==> src/rtl/xrf_pkg.sv <==
// Shared definitions for the XOR range register file: request op encoding and
// the per-entry range-membership test used to build the query mask.
package xrf_pkg;

  localparam logic [1:0] OP_NOP    = 2'b00;
  localparam logic [1:0] OP_UPDATE = 2'b01;
  localparam logic [1:0] OP_QUERY  = 2'b10;
  localparam logic [1:0] OP_CLEAR  = 2'b11;

  // Entry i belongs to the inclusive range [lo,hi]; an inverted range selects nothing.
  function automatic logic xrf_in_range(input logic [31:0] i,
                                        input logic [31:0] lo,
                                        input logic [31:0] hi);
    return (i >= lo) && (i <= hi);
  endfunction

endpackage

==> src/rtl/xrf_cell.sv <==
// One WIDTH-bit XOR accumulator entry with synchronous clear and a gated
// read port so the parent can OR-free reduce all entries through an XOR tree.
module xrf_cell
  import xrf_pkg::*;
#(
  parameter int WIDTH = 8
) (
  input  logic             clk,
  input  logic             reset,
  input  logic             wr_en,
  input  logic [WIDTH-1:0] xor_in,
  input  logic             clr,
  input  logic             rd_en,
  output logic [WIDTH-1:0] q_masked
);

  logic [WIDTH-1:0] r_q;

  always_ff @(posedge clk or negedge reset) begin
    if (!reset) begin
      r_q <= '0;
    end else if (clr) begin
      r_q <= '0;
    end else if (wr_en) begin
      r_q <= r_q ^ xor_in;
    end
  end

  assign q_masked = r_q & {WIDTH{rd_en}};

endmodule

==> src/rtl/xor_range_regfile.sv <==
// DEPTH x WIDTH XOR register file with point updates and one-cycle [lo,hi]
// range-XOR queries. Define XRF_CLEAR_EN to make op 11 zero the whole array.
module xor_range_regfile
  import xrf_pkg::*;
#(
  parameter  int WIDTH = 8,
  parameter  int DEPTH = 16,
  localparam int IDX_W = $clog2(DEPTH)
) (
  input  logic             clk,
  input  logic             reset,
  input  logic             req_valid,
  output logic             req_ready,
  input  logic [1:0]       req_op,
  input  logic [IDX_W-1:0] req_lo,
  input  logic [IDX_W-1:0] req_hi,
  input  logic [WIDTH-1:0] req_val,
  output logic             rsp_valid,
  input  logic             rsp_ready,
  output logic [WIDTH-1:0] rsp_data,
  output logic             rsp_err
);

  logic             w_accept;
  logic             w_do_update;
  logic             w_do_query;
  logic             w_do_clear;
  logic             w_range_err;
  logic [WIDTH-1:0] w_xor;
  logic [WIDTH-1:0] w_q_masked [DEPTH];
  logic [DEPTH-1:0] w_rd_en;
  logic [DEPTH-1:0] w_wr_en;

  logic             r_rsp_valid;
  logic [WIDTH-1:0] r_rsp_data;
  logic             r_rsp_err;

  // A held response blocks every op, so updates can never overtake a pending result.
  assign req_ready = !r_rsp_valid || rsp_ready;
  assign w_accept  = req_valid && req_ready;

  always_comb begin
    w_do_update = 1'b0;
    w_do_query  = 1'b0;
    w_do_clear  = 1'b0;
    case (req_op)
      OP_NOP:    w_do_update = 1'b0;
      OP_UPDATE: w_do_update = w_accept;
      OP_QUERY:  w_do_query  = w_accept;
      OP_CLEAR: begin
`ifdef XRF_CLEAR_EN
        w_do_clear = w_accept;
`else
        w_do_clear = 1'b0;
`endif
      end
      default:   w_do_update = 1'b0;
    endcase
  end

  assign w_range_err = req_lo > req_hi;

  for (genvar gi = 0; gi < DEPTH; gi++) begin : g_cell
    localparam logic [IDX_W-1:0] L_IDX = IDX_W'(gi);

    assign w_wr_en[gi] = w_do_update && (req_lo == L_IDX);
    assign w_rd_en[gi] = xrf_in_range(32'(gi), 32'(req_lo), 32'(req_hi));

    xrf_cell #(
      .WIDTH (WIDTH)
    ) u_cell (
      .clk      (clk),
      .reset    (reset),
      .wr_en    (w_wr_en[gi]),
      .xor_in   (req_val),
      .clr      (w_do_clear),
      .rd_en    (w_rd_en[gi]),
      .q_masked (w_q_masked[gi])
    );
  end

  always_comb begin
    w_xor = '0;
    for (int k = 0; k < DEPTH; k++) begin
      w_xor = w_xor ^ w_q_masked[k];
    end
  end

  // Response register: a new query wins over a consume, so rsp_valid stays high.
  always_ff @(posedge clk or negedge reset) begin
    if (!reset) begin
      r_rsp_valid <= 1'b0;
      r_rsp_data  <= '0;
      r_rsp_err   <= 1'b0;
    end else if (w_do_query) begin
      r_rsp_valid <= 1'b1;
      r_rsp_data  <= w_range_err ? '0 : w_xor;
      r_rsp_err   <= w_range_err;
    end else if (rsp_ready) begin
      r_rsp_valid <= 1'b0;
    end
  end

  assign rsp_valid = r_rsp_valid;
  assign rsp_data  = r_rsp_data;
  assign rsp_err   = r_rsp_err;

endmodule

==> config.mk <==
export PLATFORM = sky130hd
export DESIGN_NAME = xor_range_regfile
export DESIGN_NICKNAME = d
export VERILOG_FILES = /design/src/rtl/xrf_pkg.sv /design/src/rtl/xrf_cell.sv /design/src/rtl/xor_range_regfile.sv
export SDC_FILE = /design/constraint.sdc
export NUM_CORES = 1
export LEC_CHECK = 0
export BUFFER_PORTS_ARGS = -buffer_cell sky130_fd_sc_hd__buf_4
export CAP_MARGIN = 20
export CORE_MARGIN = 5
export CORE_UTILIZATION = 30
export DETAILED_ROUTE_END_ITERATION = 12
export GPL_ROUTABILITY_DRIVEN = 0
export PLACE_DENSITY_LB_ADDON = 0.08
export SYNTH_ARGS = -nofsm -noshare
export SYNTH_HDL_FRONTEND = slang
export SYNTH_SLANG_ARGS = --single-unit
==> constraint.sdc <==
create_clock -name clk -period 4.4 [get_ports clk]
set_input_delay 0.22 -clock clk [delete_from_list [all_inputs] [get_ports clk]]
set_output_delay 0.22 -clock clk [all_outputs]
set_load 0.01 [all_outputs]
# Yosys cells after proc, flatten, opt, wreduce, memory -nomap -nowiden
# Index checks and enable logic that the tools add are counted.
dict set report word_totals {
  ff_bits 138
  word_cells 154
}
dict set report op_classes {
  reduce_logical 35
  eq_ne 17
  n_lt_le_gt_ge 31
  mux 5
  bitwise 47
}
# operator n
set op_table {}
lappend op_table {{8-bit bitwise XOR} 31}
lappend op_table {{8-bit AND} 16}
lappend op_table {{4-bit == test (second input constant)} 8}
lappend op_table {{4-bit less-or-equal comparator (first input constant)} 8}
lappend op_table {{1-bit logical AND} 31}
lappend op_table {{4-bit >= comparator (first input constant)} 7}
lappend op_table {{4-bit by 3-bit == test with 1-bit output (second input constant)} 4}
lappend op_table {{3-bit by 4-bit >= comparator with 1-bit output (first input constant)} 4}
lappend op_table {{3-bit by 4-bit less-or-equal comparator with 1-bit output (first input constant)} 4}
lappend op_table {{4-bit by 2-bit == test with 1-bit output (second input constant)} 2}
lappend op_table {{1-bit by 4-bit >= comparator with 1-bit output (first input constant)} 2}
lappend op_table {{2-bit by 4-bit >= comparator with 1-bit output (first input constant)} 2}
lappend op_table {{2-bit by 4-bit less-or-equal comparator with 1-bit output (first input constant)} 2}
lappend op_table {{8-bit 2-to-1 mux} 1}
lappend op_table {{4-bit by 1-bit == test with 1-bit output (second input constant)} 1}
lappend op_table {{4-bit > comparator} 1}
lappend op_table {{1-bit by 4-bit less-or-equal comparator with 1-bit output (first input constant)} 1}
lappend op_table {{4-bit logical NOT} 1}
lappend op_table {{1-bit 2-to-1 mux} 4}
lappend op_table {{2-bit by 1-bit == test with 1-bit output (second input constant)} 1}
lappend op_table {{2-bit == test (second input constant)} 1}
lappend op_table {{2-bit nonzero test} 1}
lappend op_table {{1-bit logical NOT} 1}
lappend op_table {{1-bit logical OR} 1}

# Depth between registers and ports, before layout
dict set report depth {
  word_depth 19
  ltp_mapped 12
  depth_no_buf 9
}

# Hierarchy
# A second synthesis with hierarchy kept.
dict set report unflattened {
  hier_cells 908
  area_unflattened_um2 9215.1
}
# module area_each_um2 cells_per_inst instances seq_area_each_um2
set by_module_without_submodules {}
lappend by_module_without_submodules {{xrf_cell at g_cell[10].u_cell ...} 460.4 43 15 200.2}
lappend by_module_without_submodules {xor_range_regfile 1844.3 220 1 250.2}
lappend by_module_without_submodules {{xrf_cell at g_cell[0].u_cell} 464.2 43 1 200.2}

# Worst setup path before layout
# OpenSTA, ideal clock, no wires.
dict set report synth_path {
  path_kind {input -> register}
  start {input port req_hi[2]}
  end {register r_rsp_data[4] (netlist: rsp_data[4])}
  setup_ns 0.121
  cell_stages 8
  arrival_time_ns 1.990
  path_slack_ns 2.289
  cell_sequence {or4_4 buf_6 nand3_1 xor2_1 xnor2_1 xnor2_1 xnor3_1 a22o_1}
}
dict set report synth_via {
  elab_chain_cells 19
}
# element line
set synth_rtl {}
lappend synth_rtl {{from (decl)} xor_range_regfile.sv:16} ;# input logic [IDX_W-1:0] req_hi,
lappend synth_rtl {{1-bit by 4-bit less-or-equal comparator with 1-bit output} xrf_pkg.sv:14} ;# return (i >= lo) && (i <= hi);
lappend synth_rtl {{1-bit logical AND} xrf_pkg.sv:14}
lappend synth_rtl {{8-bit AND} xrf_cell.sv:29} ;# assign q_masked = r_q & {WIDTH{rd_en}};
lappend synth_rtl {{8-bit bitwise XOR (15 in a row)} xor_range_regfile.sv:85} ;# w_xor = w_xor ^ w_q_masked[k];
lappend synth_rtl {{8-bit 2-to-1 mux (*)} xor_range_regfile.sv:97} ;# r_rsp_data <= w_range_err ? '0 : w_xor;
lappend synth_rtl {{to (signal assigned)} xor_range_regfile.sv:97}
lappend synth_rtl {{to (decl)} xor_range_regfile.sv:35} ;# logic [WIDTH-1:0] r_rsp_data;
# Every way passes the cells marked *; elsewhere a longest branch is shown, timed or not.
# A chain may end at the register's enable or synchronous reset.

# Worst setup path in the final report
dict set report layout_path {
  start {register r_rsp_valid (netlist: rsp_valid)}
  end {register g_cell[2].u_cell.r_q[7]}
}
dict set report layout_via {
  elab_chain_cells 5
}
# element line
set layout_rtl {}
lappend layout_rtl {{from (decl)} xor_range_regfile.sv:34} ;# logic r_rsp_valid;
lappend layout_rtl {{from (signal assigned)} xor_range_regfile.sv:92} ;# r_rsp_valid <= 1'b0;
lappend layout_rtl {{from (signal assigned)} xor_range_regfile.sv:96} ;# r_rsp_valid <= 1'b1;
lappend layout_rtl {{from (signal assigned)} xor_range_regfile.sv:100} ;# r_rsp_valid <= 1'b0;
lappend layout_rtl {{1-bit logical NOT} xor_range_regfile.sv:39} ;# assign req_ready = !r_rsp_valid || rsp_ready;
lappend layout_rtl {{1-bit logical OR} xor_range_regfile.sv:39}
lappend layout_rtl {{1-bit logical AND} xor_range_regfile.sv:40} ;# assign w_accept = req_valid && req_ready;
lappend layout_rtl {{1-bit 2-to-1 mux} xor_range_regfile.sv:46} ;# case (req_op)
lappend layout_rtl {{1-bit logical AND} xor_range_regfile.sv:66} ;# assign w_wr_en[gi] = w_do_update && (req_lo == L_IDX);
lappend layout_rtl {{to (signal assigned)} xrf_cell.sv:25} ;# r_q <= r_q ^ xor_in;
lappend layout_rtl {{to (decl)} xrf_cell.sv:17} ;# logic [WIDTH-1:0] r_q;
# Every way passes these cells.

==> impl_metrics.env <==
export IMPL_p_per_area_nw_per_um2=455
export IMPL_fin_skew_ns=0.00730
export IMPL_grt_max_degree=51
export IMPL_status="finished, final reports clean"
export IMPL_grt_pass1_vias=5534
export IMPL_arrival_ns=2.77
export IMPL_crit_path_start_kind="register"
export IMPL_p_leak_nw=3.45
export IMPL_routed_wl_um=23700
export IMPL_syn_cell_area_sq_um=7570
export IMPL_die_h_um=169
export IMPL_htree_levels=4
export IMPL_hold_viol=0
export IMPL_finish_net_count=812
export IMPL_synth_nets=797
export IMPL_cts_tree="built"
export IMPL_period_needed_ns=2.46
export IMPL_dieWidth_um=169
export IMPL_end_kind="register"
export IMPL_placed_cell_area_sq_um=8060
export IMPL_dp_final_hpwl_um=16200
export IMPL_r2r_slack_ns=1.94
export IMPL_start_util_pct=30.2
export IMPL_synth_cells=771
export IMPL_fin_crit_sh_pct=56.0
export IMPL_coreArea_sq_um=25000
export IMPL_relSlewSlack_pct=31.5
export IMPL_die_area_sq_um=28500
export IMPL_final_common_cell="xnor2_1"
export IMPL_ys_seq_area_share_pct=45.6
export IMPL_ys_ff_latch=138
export IMPL_drt_initial_drc_count=454
export IMPL_synth_area_leaders="dfrtp_1, xnor2_1, nand2_1, nand3_1, xor2_1"
export IMPL_max_freq_mhz=406
export IMPL_rr_worst_depth=6
export IMPL_netlist_cell_type_count=48
export IMPL_yosysTopAreaCell="dfrtp_1"
export IMPL_num_vias=5377
export IMPL_peakVddDrop_mv=0.262
export IMPL_dr_pass1_iters=5
export IMPL_ant_nets=0
export IMPL_required_ns=4.71
export IMPL_syn_to_final_growth_pct=15.3
export IMPL_netlist_area_leader_share_pct=45.6
export IMPL_cts_resized=0
export IMPL_cts_clk_slew_worst_paths_ns=0.06
export IMPL_synth_edff_count=0
export IMPL_timing_rr_start="rsp_valid"
export IMPL_final_cell_mix="xnor2_1, nand2_1, dfrtp_1"
export IMPL_pin_count=33
export IMPL_drive_above_1_share_pct=9.76
export IMPL_yosys_warnings=0
export IMPL_final_setup_viol_count=0
export IMPL_worstHoldPathType="primary input to register"
export IMPL_grt_usage_pct=17.1
export IMPL_cts_root_buf="clkbuf_16"
export IMPL_critPathKind="register to register"
export IMPL_rsz0062_at_grt="no"
export IMPL_post_drt_wl_per_cell_um=21.0
export IMPL_numPortBuffers=32
export IMPL_finalMaxSlewViolations=0
export IMPL_syn_area_per_cell_sq_um=9.82
export IMPL_hold_depth=3
export IMPL_tns_ns=0
export IMPL_rows=58
export IMPL_fillers=2528
export IMPL_cp_max_fo=8
export IMPL_worstHoldEndpoint="rsp_valid"
export IMPL_finalInstanceArea_sq_um=8740
export IMPL_synthArstFlopShare_pct=100
export IMPL_via_per_inst=4.76
export IMPL_n_antenna_cell=0
export IMPL_grt_pass1_wl_um=36200
export IMPL_clock_path_buffers=2
export IMPL_grt_ovfl_total=0
export IMPL_drcViolationCount=0
export IMPL_reg2reg_to="g_cell[2].u_cell.r_q[7]"
export IMPL_synth_ff_type="dfrtp_1"
export IMPL_antenna_found_initial=0
export IMPL_maxCapViolCount=0
export IMPL_cts_buffers=17
export IMPL_min_from="rsp_ready"
export IMPL_numClockSinks=138
export IMPL_worstMarginPinSlew_ns=1.02
export IMPL_clk_latency_ns=0.42
final cells by class:
class	instances	area [sq um]	share of cell area (%)
multi-input combinational	588	3920	44.9
sequential	138	3450	39.5
clock buffer	19	433	4.96
tap	330	413	4.73
timing repair buffer	37	284	3.25
clock inverter	13	216	2.48
inverter	4	15.0	0.172
power breakdown:
group	leakage [nW]	total (mW)	switching (mW)	internal (mW)
clock	0.305	1.62	0.604	1.01
combinational	1.31	0.696	0.339	0.357
sequential	1.84	1.66	0.180	1.48
total	3.45	3.98	1.12	2.85
logic make-up after synthesis:
group | count (synthesis) | synth area share (%)
adders and majority gates | 4 | 0.661
xor gates and xnor gates | 232 | 28.3
and+or+nand+nor | 311 | 18.9
buffers and inverters | 45 | 2.63
AOI/OAI and AO/OA | 41 | 3.88
DFF | 138 | 45.6
critical path, cell delays in order, from the launching register on:
cell	delay, ns
dfrtp_1	0.38
nand2b_1	0.14
and4b_1	0.42
nand3_1	0.25
nor3_1	0.83
nand2_1	0.16
xnor2_1	0.17
synth_stat cells (all sizes together) (2+ instances only):
cell	instances
buf	25
a22o	8
and3	9
nor2b	2
nor3	4
clkbuf	16
a21o	2
o21ai	12
and2	3
or3	3
a21oi	9
dfrtp	138
xnor3	8
inv	4
xnor2	203
nand2b	8
nand4	5
xor2	21
nand3	96
nor2	15
nand2	158
ha	4
routing by layer:
layer	vias up	GRT usage, %	part of all wire [%]
met1	2688	24.5	48
li1	2540	-	-
met4	0	4.27	1.4
met2	131	27.0	46
met3	18	2.97	4.4
met5	-	0	0
stage by stage:
stage | std cells | hold slack, ns | total power [mW] | setup slack, ns | util (%)
after floorplan | 771 | -0.0756 | 2.11 | 2.29 | -
after global placement | 1094 | 0.171 | 2.38 | 1.56 | 32.2
after detailed placement | 1094 | 0.175 | 2.39 | 1.60 | 32.2
after CTS | 1127 | 0.126 | 4.03 | 1.80 | 34.8
after global routing | 1129 | 0.177 | 4.14 | 1.79 | 34.9
final | 1129 | 0.142 | 3.98 | 1.94 | 34.9
registers in the layout, summed over array words and instances (netlist names):
register	cells
g_cell.u_cell.r_q	128
rsp_data	8
rsp_err	1
rsp_valid	1
repair_timing:
item                      CTS  global route
hold buffers                1             0
hold endpoints to repair   40             0
setup buffers               0             0
worst max path at each step:
stage,from,endpoint,slack [ns],cells past startpoint
2_1_floorplan,req_hi[2],rsp_data[4],2.29,8
3_3_place_gp,req_lo[1],rsp_data[4],1.56,8
3_5_place_dp,req_hi[3],rsp_data[3],1.60,8
4_1_cts,rsp_valid,g_cell[1].u_cell.r_q[3],1.80,6
5_1_grt,rsp_valid,g_cell[2].u_cell.r_q[6],1.79,6
6_report,rsp_valid,g_cell[2].u_cell.r_q[7],1.94,6
Power figures use the tool's default switching activity.
